### config.mk
export PLATFORM = sky130hd
export DESIGN_NAME = adc_sampler
export DESIGN_NICKNAME = d
export VERILOG_FILES = /design/src/rtl/adc_sampler_pkg.sv /design/src/rtl/adc_sampler_soc_timer.sv /design/src/rtl/adc_sampler.sv
export SDC_FILE = /design/constraint.sdc
export NUM_CORES = 1
export LEC_CHECK = 0
export ABC_AREA = 1
export CAP_MARGIN = 20
export CORE_ASPECT_RATIO = 1.5
export CORE_MARGIN = 2
export CORE_UTILIZATION = 52
export DETAILED_ROUTE_END_ITERATION = 10
export PLACE_DENSITY_LB_ADDON = 0.15
export SLEW_MARGIN = 10
export SYNTH_ARGS = -nofsm -noshare
export SYNTH_HDL_FRONTEND = slang
export SYNTH_HIERARCHICAL = 1
export SYNTH_SLANG_ARGS = --single-unit
### constraint.sdc
create_clock -name CLK -period 1.6 [get_ports CLK]
set_input_delay 0.16 -clock CLK [delete_from_list [all_inputs] [get_ports CLK]]
set_output_delay 0.16 -clock CLK [all_outputs]
set_load 0.1 [all_outputs]
### src/rtl/adc_sampler_pkg.sv
// Shared definitions for the panel-voltage ADC sampler: data width, FSM states
// and the unsigned distance helper used by the glitch filter.
package adc_sampler_pkg;

  localparam int unsigned ADC_W = 12;

  typedef enum logic [1:0] {
    ST_IDLE     = 2'd0,
    ST_WAIT_EOC = 2'd1,
    ST_PUBLISH  = 2'd2
  } state_e;

  // |a - b| computed in ADC_W+1 bits so the sign of the difference is kept
  function automatic logic [ADC_W:0] abs_diff(input logic [ADC_W-1:0] a,
                                              input logic [ADC_W-1:0] b);
    logic [ADC_W:0] d;
    d = {1'b0, a} - {1'b0, b};
    return d[ADC_W] ? (~d + (ADC_W+1)'(1)) : d;
  endfunction

endpackage

### src/rtl/adc_sampler_soc_timer.sv
// Free-running SOC period counter, 0..PERIOD-1, with synchronous clear.
// tick_o is registered and is high exactly while the count sits at PERIOD-1.
module adc_sampler_soc_timer
  import adc_sampler_pkg::*;
#(
  parameter int unsigned PERIOD = 100
) (
  input  logic clk_i,
  input  logic rst_ni,
  input  logic clr_i,
  output logic tick_o
);

  localparam int unsigned CNT_W = (PERIOD > 1) ? $clog2(PERIOD) : 1;
  localparam logic [CNT_W-1:0] LAST = CNT_W'(PERIOD - 1);

  logic [CNT_W-1:0] cnt_q, cnt_d;
  logic             tick_q, tick_d;

  // Next count: clear wins, otherwise wrap at the terminal count
  always_comb begin
    cnt_d  = cnt_q;
    tick_d = 1'b0;
    if (clr_i) begin
      cnt_d = '0;
    end else if (cnt_q == LAST) begin
      cnt_d = '0;
    end else begin
      cnt_d = cnt_q + CNT_W'(1);
    end
    tick_d = !clr_i && (cnt_d == LAST);
  end

  // Count and tick registers
  always_ff @(posedge clk_i or negedge rst_ni) begin
    if (!rst_ni) begin
      cnt_q  <= '0;
      tick_q <= 1'b0;
    end else begin
      cnt_q  <= cnt_d;
      tick_q <= tick_d;
    end
  end

  assign tick_o = tick_q;

endmodule

### src/rtl/adc_sampler.sv
// Panel-voltage sampler: periodic XADC start-of-conversion, EOC timeout,
// averaging of 2^AVG_LOG2 samples with a one-cycle publish strobe.
// Optional feature macro: GLITCH_FILTER_EN (rejects samples far from V_OUT).
module adc_sampler
  import adc_sampler_pkg::*;
#(
  parameter int unsigned SOC_PERIOD  = 100,
  parameter int unsigned AVG_LOG2    = 3,
  parameter int unsigned EOC_TIMEOUT = 64,
  parameter int unsigned GLITCH_THR  = 200
) (
  input  logic             CLK,
  input  logic             RST_N,
  input  logic             ENABLE,
  input  logic             ADC_EOC,
  input  logic [ADC_W-1:0] ADC_DATA,
  output logic             ADC_SOC,
  output logic [ADC_W-1:0] V_OUT,
  output logic             V_VALID,
  output logic             TIMEOUT_ERR,
  output logic             SAMPLE_REJ
);

  localparam int unsigned ACC_W = ADC_W + AVG_LOG2;
  localparam int unsigned CNT_W = AVG_LOG2 + 1;
  localparam int unsigned TMO_W = $clog2(EOC_TIMEOUT + 1);
  localparam logic [CNT_W-1:0] CNT_LAST = CNT_W'((1 << AVG_LOG2) - 1);
  localparam logic [TMO_W-1:0] TMO_LOAD = TMO_W'(EOC_TIMEOUT - 1);
  localparam logic [ADC_W:0]   THR      = (ADC_W+1)'(GLITCH_THR);

`ifdef GLITCH_FILTER_EN
  localparam bit FILTER_ON = 1'b1;
`else
  localparam bit FILTER_ON = 1'b0;
`endif

  state_e           state_q, state_d;
  logic [ACC_W-1:0] acc_q, acc_d;
  logic [CNT_W-1:0] cnt_q, cnt_d;
  logic [TMO_W-1:0] tmo_q, tmo_d;
  logic [ADC_W-1:0] v_out_q, v_out_d;
  logic             have_ref_q, have_ref_d;
  logic             terr_q, terr_d;
  logic             soc_q, soc_d;
  logic             valid_q, valid_d;
  logic             rej_q, rej_d;

  logic             tick;
  logic [ACC_W-1:0] acc_sum_c;
  logic [ADC_W-1:0] avg_c;
  logic             reject_c;

  adc_sampler_soc_timer #(
    .PERIOD(SOC_PERIOD)
  ) u_soc_timer (
    .clk_i (CLK),
    .rst_ni(RST_N),
    .clr_i (!ENABLE),
    .tick_o(tick)
  );

  // Running sum including the sample on the bus, its average, and the glitch test
  assign acc_sum_c = acc_q + ACC_W'(ADC_DATA);
  assign avg_c     = ADC_W'(acc_sum_c >> AVG_LOG2);
  assign reject_c  = FILTER_ON && have_ref_q && (abs_diff(ADC_DATA, v_out_q) > THR);

  // Next-state and output decode; ENABLE low flushes from any state
  always_comb begin
    state_d    = state_q;
    acc_d      = acc_q;
    cnt_d      = cnt_q;
    tmo_d      = tmo_q;
    v_out_d    = v_out_q;
    have_ref_d = have_ref_q;
    terr_d     = terr_q;
    soc_d      = 1'b0;
    valid_d    = 1'b0;
    rej_d      = 1'b0;
    if (!ENABLE) begin
      state_d = ST_IDLE;
      acc_d   = '0;
      cnt_d   = '0;
      tmo_d   = '0;
      terr_d  = 1'b0;
    end else begin
      case (state_q)
        ST_IDLE: begin
          if (tick) begin
            soc_d   = 1'b1;
            tmo_d   = TMO_LOAD;
            state_d = ST_WAIT_EOC;
          end
        end
        ST_WAIT_EOC: begin
          if (ADC_EOC) begin
            if (reject_c) begin
              rej_d   = 1'b1;
              state_d = ST_IDLE;
            end else begin
              acc_d = acc_sum_c;
              cnt_d = cnt_q + CNT_W'(1);
              if (cnt_q == CNT_LAST) begin
                v_out_d = avg_c;
                valid_d = 1'b1;
                state_d = ST_PUBLISH;
              end else begin
                state_d = ST_IDLE;
              end
            end
          end else if (tmo_q == '0) begin
            terr_d  = 1'b1;
            state_d = ST_IDLE;
          end else begin
            tmo_d = tmo_q - TMO_W'(1);
          end
        end
        ST_PUBLISH: begin
          acc_d      = '0;
          cnt_d      = '0;
          have_ref_d = 1'b1;
          state_d    = ST_IDLE;
        end
        default: state_d = ST_IDLE;
      endcase
    end
  end

  // State and output registers
  always_ff @(posedge CLK or negedge RST_N) begin
    if (!RST_N) begin
      state_q    <= ST_IDLE;
      acc_q      <= '0;
      cnt_q      <= '0;
      tmo_q      <= '0;
      v_out_q    <= '0;
      have_ref_q <= 1'b0;
      terr_q     <= 1'b0;
      soc_q      <= 1'b0;
      valid_q    <= 1'b0;
      rej_q      <= 1'b0;
    end else begin
      state_q    <= state_d;
      acc_q      <= acc_d;
      cnt_q      <= cnt_d;
      tmo_q      <= tmo_d;
      v_out_q    <= v_out_d;
      have_ref_q <= have_ref_d;
      terr_q     <= terr_d;
      soc_q      <= soc_d;
      valid_q    <= valid_d;
      rej_q      <= rej_d;
    end
  end

  assign ADC_SOC     = soc_q;
  assign V_OUT       = v_out_q;
  assign V_VALID     = valid_q;
  assign TIMEOUT_ERR = terr_q;
  assign SAMPLE_REJ  = rej_q;

endmodule

Word level (Yosys, flattened, before mapping):

Index checks and enable logic that the tools add are counted.

* $add $sub $neg: 4
* equal/unequal tests: 15
* muxes and demuxes: 30
* reductions and logical operators: 8

Operator list (count)
* $mux 7: 6
* $mux 15: 2
* $pmux 15 s2: 1
* $add 15x12->15: 1
* $eq 7x7->1 const B: 2
* $pmux 7 s2: 1
* $mux 1: 11
* $mux 2: 5
* $ne 3x3->1 const B: 3
* $mux 4: 2
* $pmux 4 s2: 1
* $reduce_and 4->1: 2
* $add 7x1->7 const B: 1
* $logic_not 7->1: 1
* $sub 7x1->7 const B: 1
* $ne 3x1->1 const B: 2
* $add 4x1->4 const B: 1
* $eq 4x3->1 const B: 1
* $ne 2x1->1 const B: 2
* $ne 4x4->1 const B: 1
* $pmux 2 s2: 1
* $reduce_and 2->1: 2
* $ne 3x2->1 const B: 1
* $reduce_and 3->1: 1
* 5 further kinds: 5

* register bits: 51
* input bits: 16
* output and inout bits: 16

Depth between registers and ports, before layout:

Gate-level depths: netlist (run 1).

* depth after elaboration: 5
* gate-level depth with buffers: 11

Hierarchy:

The synthesis (run 1) kept the hierarchy.

By module, submodules not included
* adc_sampler: instances 1, cells each 375, area each 2707.6 um^2
* adc_sampler_soc_timer: instances 1, cells each 53, area each 460.4 um^2

Worst setup path after synthesis (run 1):

No wires, ideal clock.

* path type: reg-to-reg
* start: reg acc_q[0]
* end: reg v_out_q[5], in the netlist V_OUT[5]
* setup time: 120 ps
* data arrival time: 1508 ps
* data required time: 1480 ps
* path slack: -28 ps
* stages on the path, launching flop included: 11
* path buffers: 0
* clock period less this slack: 1628 ps
* cells stage by stage: dfrtp_1 -> ha_1 -> inv_1 -> fa_1 -> inv_1 -> nand3_1 -> nand3_1 -> a21oi_1 -> nand2b_1 -> nand3_1 -> nand2_1

* cells in the longest elaborated chain, start to end: 1

Ends and longest elaborated chain
* start: declaration: line adc_sampler.sv:38 `logic [ACC_W-1:0] acc_q, acc_d;`
* start signal: assignment: line adc_sampler.sv:132 `acc_q <= '0;`
* start signal: assignment: line adc_sampler.sv:143 `acc_q <= acc_d;`
* $add 15x12->15: line adc_sampler.sv:63 `assign acc_sum_c = acc_q + ACC_W'(ADC_DATA);`
* end signal: assignment: line adc_sampler.sv:146 `v_out_q <= v_out_d;`
* end: declaration: line adc_sampler.sv:41 `logic [ADC_W-1:0] v_out_q, v_out_d;`

Every way passes these cells.
A chain may end at the register's enable or synchronous reset.

Worst setup path after layout (run 1):

* start: reg acc_q[6]
* end: reg v_out_q[9], in the netlist V_OUT[9]

The elaborated chain is that of the path after synthesis.

==> results of run 1 <==
## critical path, stage by stage, from the launching register on
cell and delay, ps:
dfrtp_1 420, ha_4 310, nand2_1 130, inv_1 120, nand2_1 70, nand2_1 120
nand2_1 100, nand3_2 100, nand2_2 60, nand3_1 70, nand2_1 50
## power by group
| part | internal (mW) | switching (mW) | total, mW | leakage [nW] |
|---|---|---|---|---|
| registers | 1.38 | 0.0944 | 1.48 | 0.694 |
| logic | 0.455 | 0.587 | 1.04 | 1.47 |
| clock network | 0.308 | 0.444 | 0.752 | 0.0422 |
## kinds of logic after synthesis
kind of cell,share of synthesized area (%)
simple gates,34.4
flops,40.3
buf+inv,8.85
xor+xnor,2.49
compound gates,6.87
other cells,0.118
fa+ha+maj,6.95
## per-layer routing
metal	GRT usage, %	wire, um	vias up
met3	4.19	342	16
met2	44.1	4440	66
met4	7.54	163	0
met1	27.3	3080	1457
li1	-	-	1468
met5	0	0	-
## worst max-delay path by stage
stage,start,to,slack [ps],cells after the start
3_5_place_dp,ADC_DATA[0],V_OUT[5],-420,11
5_1_grt,acc_q[6],V_OUT[9],-100,10
6_report,acc_q[6],V_OUT[9],-50,10
2_1_floorplan,acc_q[0],V_OUT[5],1,10
3_3_place_gp,ADC_DATA[0],V_OUT[7],-350,12
4_1_cts,acc_q[0],acc_q[14],-10,11
## layout by cell type, fill, tap and decap left out, drive strengths merged, types with 2 or more instances in the layout
cell,instances
nand2,155
inv,62
dfrtp,51
buf,48
nor2,41
nand3,34
o21ai,16
ha,16
clkdlybuf4s50,14
a21oi,13
clkbuf,7
nand4,6
xor2,5
nand3b,4
xnor2,4
o22ai,3
o31ai,2
a22o,2
clkinv,2
or2,2
## sequential cells by signal, summed over array words and instances (netlist names)
| name | count |
|---|---|
| acc_q | 15 |
| V_OUT | 12 |
| tmo_q | 7 |
| u_soc_timer/cnt_q | 7 |
| cnt_q | 4 |
| state_q | 2 |
| ADC_SOC | 1 |
| TIMEOUT_ERR | 1 |
| V_VALID | 1 |
| u_soc_timer/tick_o | 1 |
## cell type report
class	count	area (sq um)	share of cell area (%)
Multi-Input combinational cell	308	1990	45.4
Sequential cell	51	1280	29.1
Timing Repair Buffer	63	712	16.2
Inverter	63	239	5.44
Tap cell	72	90.1	2.05
Clock buffer	7	76.3	1.74
Clock inverter	1	5.00	0.114
## what timing repair did
action | 4_1_cts | 5_1_grt
pin swaps | 0 | 17
setup endpoints to repair | 16 | 27
hold endpoints to repair | 51 | 0
hold buffers | 1 | 0
gates resized for setup | 25 | 50
setup buffers | 0 | 4
## metrics by stage
step / utilization (%) / cells
detailed placement: 66.7 / 552
global route: 75.3 / 565
global placement: 66.7 / 552
finish: 75.3 / 565
floorplan: - / 428
CTS: 70.8 / 561
==> impl_metrics.json, run 1 <==
{
  "drt_pass1_iterations": 5,
  "grt_pass1_wl_um": 12500,
  "cts_tree": "done",
  "reg2reg_from": "acc_q[6]",
  "io_pins": 32,
  "cts_root_buf": "clkbuf_8",
  "totalPowerFinal_mw": 3.27,
  "placed_area_sq_mm": 0.00389,
  "avgRoutedWirePerCell_um": 14.2,
  "htree_levels": 2,
  "yosysTopAreaCell": "dfrtp_1",
  "antenna_cells": 0,
  "drt_iter0_drc": 165,
  "finalSetupViolations": 5,
  "place_ws_ps": -417,
  "coreArea_sq_mm": 0.00583,
  "hold_class": "primary input to asynchronous set/reset pin",
  "arrival_ps": 1880,
  "violations": "negative setup slack",
  "synth_cells": 428,
  "outcome": "finished with violations",
  "layout_setup_ws_ps": -54.3,
  "initial_core_util_pct": 54.4,
  "synth-edff-count": 0,
  "post-synth-top-count-cell": "nand2_1",
  "die_area_sq_mm": 0.00675,
  "die_w_um": 67.7,
  "yosysWarnings": 6,
  "grt_max_degree": 52,
  "drc": 0,
  "yosys-top-cells-count": "nand2_1 (148), inv_1 (53), dfrtp_1 (51), nor2_1 (35), nand3_1 (33)",
  "synth_area_sq_mm": 0.00317,
  "nNetsFinal": 525,
  "synth_top_area_share_pct": 40.3,
  "timing.setup.tns_ps": -130,
  "reg2reg_depth": 10,
  "syn_to_final_growth_pct": 38.6,
  "worstPathRequired_ps": 1830,
  "timing.final.crit_share_pct": 103,
  "clk-insertion-delay-late_ps": 320,
  "irDropWorstVdd_mv": 0.467,
  "power_leakage_nw": 2.21,
  "grt_util_all_layers_pct": 24.1,
  "postLayoutCellArea_sq_mm": 0.00439,
  "endpoint_kind": "register",
  "grt-ovfl-total": 0,
  "cts.clk_slew.worst_paths_ps": 100,
  "ys_ff_latch": 51,
  "synthFlopType": "dfrtp_1",
  "avgSynthCellArea_sq_um": 7.40,
  "cts_made_buffers": 5,
  "r2r_end": "V_OUT[9]",
  "max_freq_ghz": 0.604,
  "vias": 3007,
  "ant_nets": 0,
  "clock_path_buffers": 2,
  "grt_setup_unrepaired": "yes",
  "vias_per_cell": 5.32,
  "ys_seq_area_share_pct": 40.3,
  "cp_max_fo": 4,
  "cap_violations": 0,
  "nFillCells": 416,
  "crit_type": "register to register",
  "cp-start-kind": "register",
  "worst_clock_skew_ps": 19.9,
  "antenna_found_initial": 0,
  "rows": 34,
  "synth.area.top_cells": "dfrtp_1 (40%), nand2_1 (18%), ha_1 (6.3%)",
  "cts_sinks": 51,
  "period_minus_slack_ps": 1650,
  "first_global_vias": 2905,
  "drive_gt1_share_pct": 28.8,
  "place_hpwl_um": 5230,
  "reg2reg_slack_ps": -50,
  "die_height_um": 99.6,
  "power_density_mw_per_mm2": 745,
  "globalplace.congestion": 0.816,
  "synthArstFlopShare_pct": 100,
  "hold_viol": 0,
  "numPortBuffers": 30,
  "hold_ws_ps": 358,
  "syn_nets": 461,
  "drv_slew": 0,
  "yosysUniqueCellTypes": 37,
  "wl_um": 8020
}
Note: power is estimated with default switching activity, not from simulation.
==> inputs of run 2 (changes only) <==
Settings changed: ABC_CLOCK_PERIOD_IN_PS from default to 1600, CORE_ASPECT_RATIO 1.5 to 2, SETUP_SLACK_MARGIN from default to 0.1.
==> run 2 against run 1 <==
Compared with the run above: the run still ends with negative setup slack left; die area up 0.37%; largest cell class unchanged; critical endpoint is now V_OUT[7]; critical path type unchanged; non-clock buffer count up 6; clock skew down 9.6 ps.
==> impl_metrics.json, run 2 (same netlist as run 1, synthesis figures left out) <==
{
  "wl_um": 8380,
  "htree_levels": 2,
  "finalSetupViolations": 11,
  "violations": "negative setup slack",
  "drt_iter0_drc": 120,
  "first_global_vias": 3016,
  "grt_pass1_wl_um": 13300,
  "postLayoutCellArea_sq_mm": 0.00455,
  "hold_viol": 0,
  "layout_commonest_cell": "nand2_1",
  "worst_pin_slew_ps": 535,
  "mostFrequentLayoutCells": "nand2_1 (120), dfrtp_1 (51), inv_1 (48), buf_4 (35), nand2_2 (31)",
  "regMostFlops": "acc_q",
  "max_freq_ghz": 0.605,
  "cp-start-kind": "register",
  "drive_gt1_share_pct": 33.3,
  "syn_to_final_growth_pct": 43.5,
  "clock_path_buffers": 2,
  "place_hpwl_um": 5790,
  "grt_max_degree": 31,
  "power_leakage_nw": 2.29,
  "initial_core_util_pct": 53.2,
  "irDropWorstVdd_mv": 0.677,
  "placed_area_sq_mm": 0.00395,
  "period_minus_slack_ps": 1650,
  "die_w_um": 59.2,
  "power_density_mw_per_mm2": 858,
  "grt_setup_unrepaired": "yes",
  "register_area_sq_mm": 0.00128,
  "arrival_ps": 1900,
  "cts_sinks": 51,
  "cts_root_buf": "clkbuf_16",
  "antenna_cells": 0,
  "drv_slew": 0,
  "timing.setup.tns_ps": -275,
  "rows": 40,
  "antenna_found_initial": 0,
  "endpoint_kind": "register",
  "multiInputGateArea_sq_mm": 0.00201,
  "nNetsFinal": 531,
  "cts_made_buffers": 5,
  "numPortBuffers": 30,
  "timing.final.crit_share_pct": 103,
  "worst_clock_skew_ps": 10.2,
  "hold_class": "primary input to asynchronous set/reset pin",
  "drc": 0,
  "cap_violations": 0,
  "worstPathRequired_ps": 1850,
  "cts_tree": "done",
  "relSlewSlack_pct": 64.3,
  "globalplace.congestion": 0.922,
  "vias": 2988,
  "place_ws_ps": -314,
  "clk-insertion-delay-late_ps": 300,
  "coreArea_sq_mm": 0.00596,
  "avgRoutedWirePerCell_um": 14.9,
  "layout_setup_ws_ps": -51.7,
  "drt_pass1_iterations": 4,
  "largest_register_ff_count": 15,
  "grt_util_all_layers_pct": 25.7,
  "die_height_um": 114,
  "grt-ovfl-total": 0,
  "cts.clk_slew.worst_paths_ps": 70,
  "nFillCells": 406,
  "crit_type": "register to register",
  "ant_nets": 0,
  "vias_per_cell": 5.32,
  "cp_max_fo": 4,
  "die_area_sq_mm": 0.00677,
  "io_pins": 32,
  "outcome": "finished with violations"
}
[run 2: cell types whose count changed in the layout (fill, tap and decap cells not counted), moves of 2 or more]
cell,previous run,this run
a21oi_1,8,6
a21oi_2,2,6
a21oi_4,3,1
buf_4,30,35
clkbuf_1,2,0
clkbuf_16,0,5
clkbuf_8,5,1
inv_1,50,48
nand2_1,129,120
nand2_2,22,31
nand3_2,14,16
nand3_4,3,1
nor2_1,30,28
[run 2: final cells by class]
class,count,share of cell area (%)
clock buffer,6,3.05
clock inverter,2,0.771
inverter,63,5.31
multi-input combinational,308,44.1
sequential,51,28.1
tap,63,1.73
timing repair buffer,69,16.9
[run 2: worst max-delay path, cell delays in order, from the launching register on]
cell	delay (ps)
dfrtp_1	360
ha_2	190
inv_2	40
fa_2	340
inv_2	70
nand2_1	70
nand3_2	120
nand2_2	70
nand3b_1	150
nand3_2	110
nand2_2	70
[run 2: metal layers]
layer / GRT usage, % / part of all wire, % / vias up
li1: - / - / 1473
met1: 28.1 / 36 / 1446
met2: 45.7 / 58 / 52
met3: 3.73 / 3.3 / 17
met4: 13.6 / 2.7 / 0
met5: 0 / 0 / -
[run 2: where the power goes]
| part | switching, mW | internal, mW |
|---|---|---|
| Clock | 0.504 | 0.779 |
| Combinational | 0.627 | 0.508 |
| Sequential | 0.0972 | 1.38 |
| Total | 1.23 | 2.67 |
[run 2: stage by stage]
step	util (%)	total power, mW	hold slack [ps]	instances
detailed placement	66.2	2.40	164	544
CTS	73.5	3.81	379	557
finish	76.3	3.90	387	562
global route	76.3	4.08	428	562
floorplan	-	2.06	-136	428
global placement	66.2	2.37	164	544
[run 2: final timing paths]
kind,start,to,slack (ps),cells after the start
max reg2reg,acc_q[0],V_OUT[7],-50,10
max,acc_q[0],V_OUT[7],-50,10
min,RST_N,acc_q[6],390,2
max in group asynchronous,RST_N,acc_q[14],660,3
min in group CLK,u_soc_timer/tick_o,ADC_SOC,500,2
min reg2reg,u_soc_timer/tick_o,ADC_SOC,500,2
[run 2: what timing repair did]
action                                  in CTS  in global routing
hold endpoints to repair                    21                  0
resized for setup                           38                 38
setup buffers                                5                  6
hold buffers                                 1                  0
pin swaps                                   16                 23
endpoints found under the setup margin      25                 34
==> inputs of run 3 (changes only) <==
Settings changed: ABC_CLOCK_PERIOD_IN_PS 1600 to 1800, CORE_UTILIZATION 52 to 57.
Clock period 1.6 ns to 1.8 ns, I/O delays scaled along.
==> run 3 against run 2 <==
Compared with the run above: the flow now finishes without violations; combinational power is 26% lower; via count is 3.9% lower; core utilization is 2.9 points lower; critical path depth fell by 1; fmax is 0.28% lower; clock skew is 3.6 ps lower; wire length decreased by 8.3%; first-iteration DRC count fell by 4.2%; flip-flop and latch count is the same; global-route usage is 0.36 points higher; worst hold slack got worse by 13 ps.
==> impl_metrics.json, run 3 (same netlist as run 1, synthesis figures left out) <==
{
  "outcome": "complete, no violations",
  "worst_pin_slew_ps": 541,
  "hold_viol": 0,
  "drv_slew": 0,
  "final_core_util_pct": 73.5,
  "die_height_um": 109,
  "dp_cells": 536,
  "drt_iter0_drc": 115,
  "cts_tree": "done",
  "endpoint_kind": "register",
  "vias_per_cell": 5.27,
  "irDropWorstVdd_mv": 0.896,
  "grt_setup_unrepaired": "yes",
  "globalplace.congestion": 0.826,
  "initial_core_util_pct": 59.0,
  "power_density_mw_per_mm2": 718,
  "cts_sinks": 51,
  "cap_violations": 0,
  "arrival_ps": 1860,
  "drt_pass1_iterations": 4,
  "period_minus_slack_ps": 1660,
  "grt_pass1_wl_um": 12500,
  "place_hpwl_um": 5730,
  "layout_commonest_cell": "nand2_1",
  "vias": 2871,
  "rows": 38,
  "worst_clock_skew_ps": 6.67,
  "cts.clk_slew.worst_paths_ps": 90,
  "mostFrequentLayoutCells": "nand2_1 (142), dfrtp_1 (51), inv_1 (51), buf_4 (38), nor2_1 (33)",
  "antenna_found_initial": 0,
  "final_cells": 545,
  "coreArea_sq_mm": 0.00537,
  "avgRoutedWirePerCell_um": 14.1,
  "cts_made_buffers": 5,
  "wl_um": 7690,
  "largest_register_ff_count": 15,
  "first_global_vias": 2881,
  "die_w_um": 56.7,
  "htree_levels": 2,
  "totalPowerFinal_mw": 2.83,
  "clk-insertion-delay-late_ps": 310,
  "crit_type": "register to register",
  "regMostFlops": "acc_q",
  "antenna_cells": 0,
  "cp_max_fo": 3,
  "clock_path_buffers": 2,
  "io_pins": 32,
  "max_freq_ghz": 0.604,
  "nNetsFinal": 518,
  "ant_nets": 0,
  "drive_gt1_share_pct": 21.4,
  "crit_start": "acc_q[0]",
  "timing.final.crit_share_pct": 92.0,
  "grt_max_degree": 31,
  "cp-start-kind": "register",
  "die_area_sq_mm": 0.00621,
  "grt-ovfl-total": 0,
  "grt_util_all_layers_pct": 26.1,
  "hold_class": "primary input to asynchronous set/reset pin",
  "syn_to_final_growth_pct": 24.6,
  "power_leakage_nw": 2.10,
  "numPortBuffers": 30,
  "timing.setup.tns_ps": 0,
  "reg2reg_from": "acc_q[0]",
  "worstPathRequired_ps": 2000,
  "relSlewSlack_pct": 63.9,
  "finalSetupViolations": 0,
  "cts_root_buf": "clkbuf_8",
  "drc": 0
}
run 3: cell count changes in the layout (fill, tap and decap cells not counted), sizes merged:
cell	change
buf	-13
bufinv	-1
run 3: power by group:
part	internal (mW)	switching (mW)	total [mW]
clock	0.303	0.379	0.682
sequential	1.23	0.0827	1.31
combinational	0.355	0.486	0.841
total	1.89	0.948	2.83
run 3: worst paths after layout:
| kind | end | slack, ps | cells after the start |
|---|---|---|---|
| max reg2reg | acc_q[4] | 140 | 9 |
| min reg2reg | V_OUT[6] | 490 | 2 |
| min in group CLK | V_OUT[6] | 490 | 2 |
| max | acc_q[4] | 140 | 9 |
| min | acc_q[1] | 370 | 2 |
| max in group asynchronous | u_soc_timer/cnt_q[6] | 870 | 3 |
run 3: what timing repair did:
action,in CTS,in global routing
setup buffers,0,1
resized for setup,2,29
pin swaps,0,5
hold buffers,1,0
endpoints found under the hold margin,21,0
setup endpoints to repair,5,20
run 3: area by class of cell:
class	count	area, sq um
flip-flops and latches	51	1280
inverters	63	236
well taps	60	75.1
repair buffers	56	480
clock buffers	6	82.6
clock inverters	1	5.00
fillers	433	1430
multi-input cells	308	1790
run 3: per-layer routing:
metal / share of wire, % / global-route usage, % / up-vias
met4: 3.2 / 11.6 / 0
met3: 2.7 / 4.00 / 18
met2: 58 / 49.8 / 48
li1: - / - / 1447
met5: 0 / 0 / -
met1: 37 / 27.4 / 1358
run 3: critical path, stage by stage, from the launching register on:
cell and delay (ps):
dfrtp_1 360, ha_2 190, inv_2 40, fa_2 340, inv_2 80, nand3_2 60
nand3_2 100, buf_4 120, xnor2_1 160, o21ai_1 90
run 3: through the flow:
stage | hold slack (ps) | worst slack, ps | instance area, sq um
detailed placement | 193 | -277 | 3660
global placement | 181 | -212 | 3660
floorplan | -116 | 172 | 3170
finish | 374 | 144 | 3950
global route | 396 | 59.8 | 3950
CTS | 379 | 107 | 3770
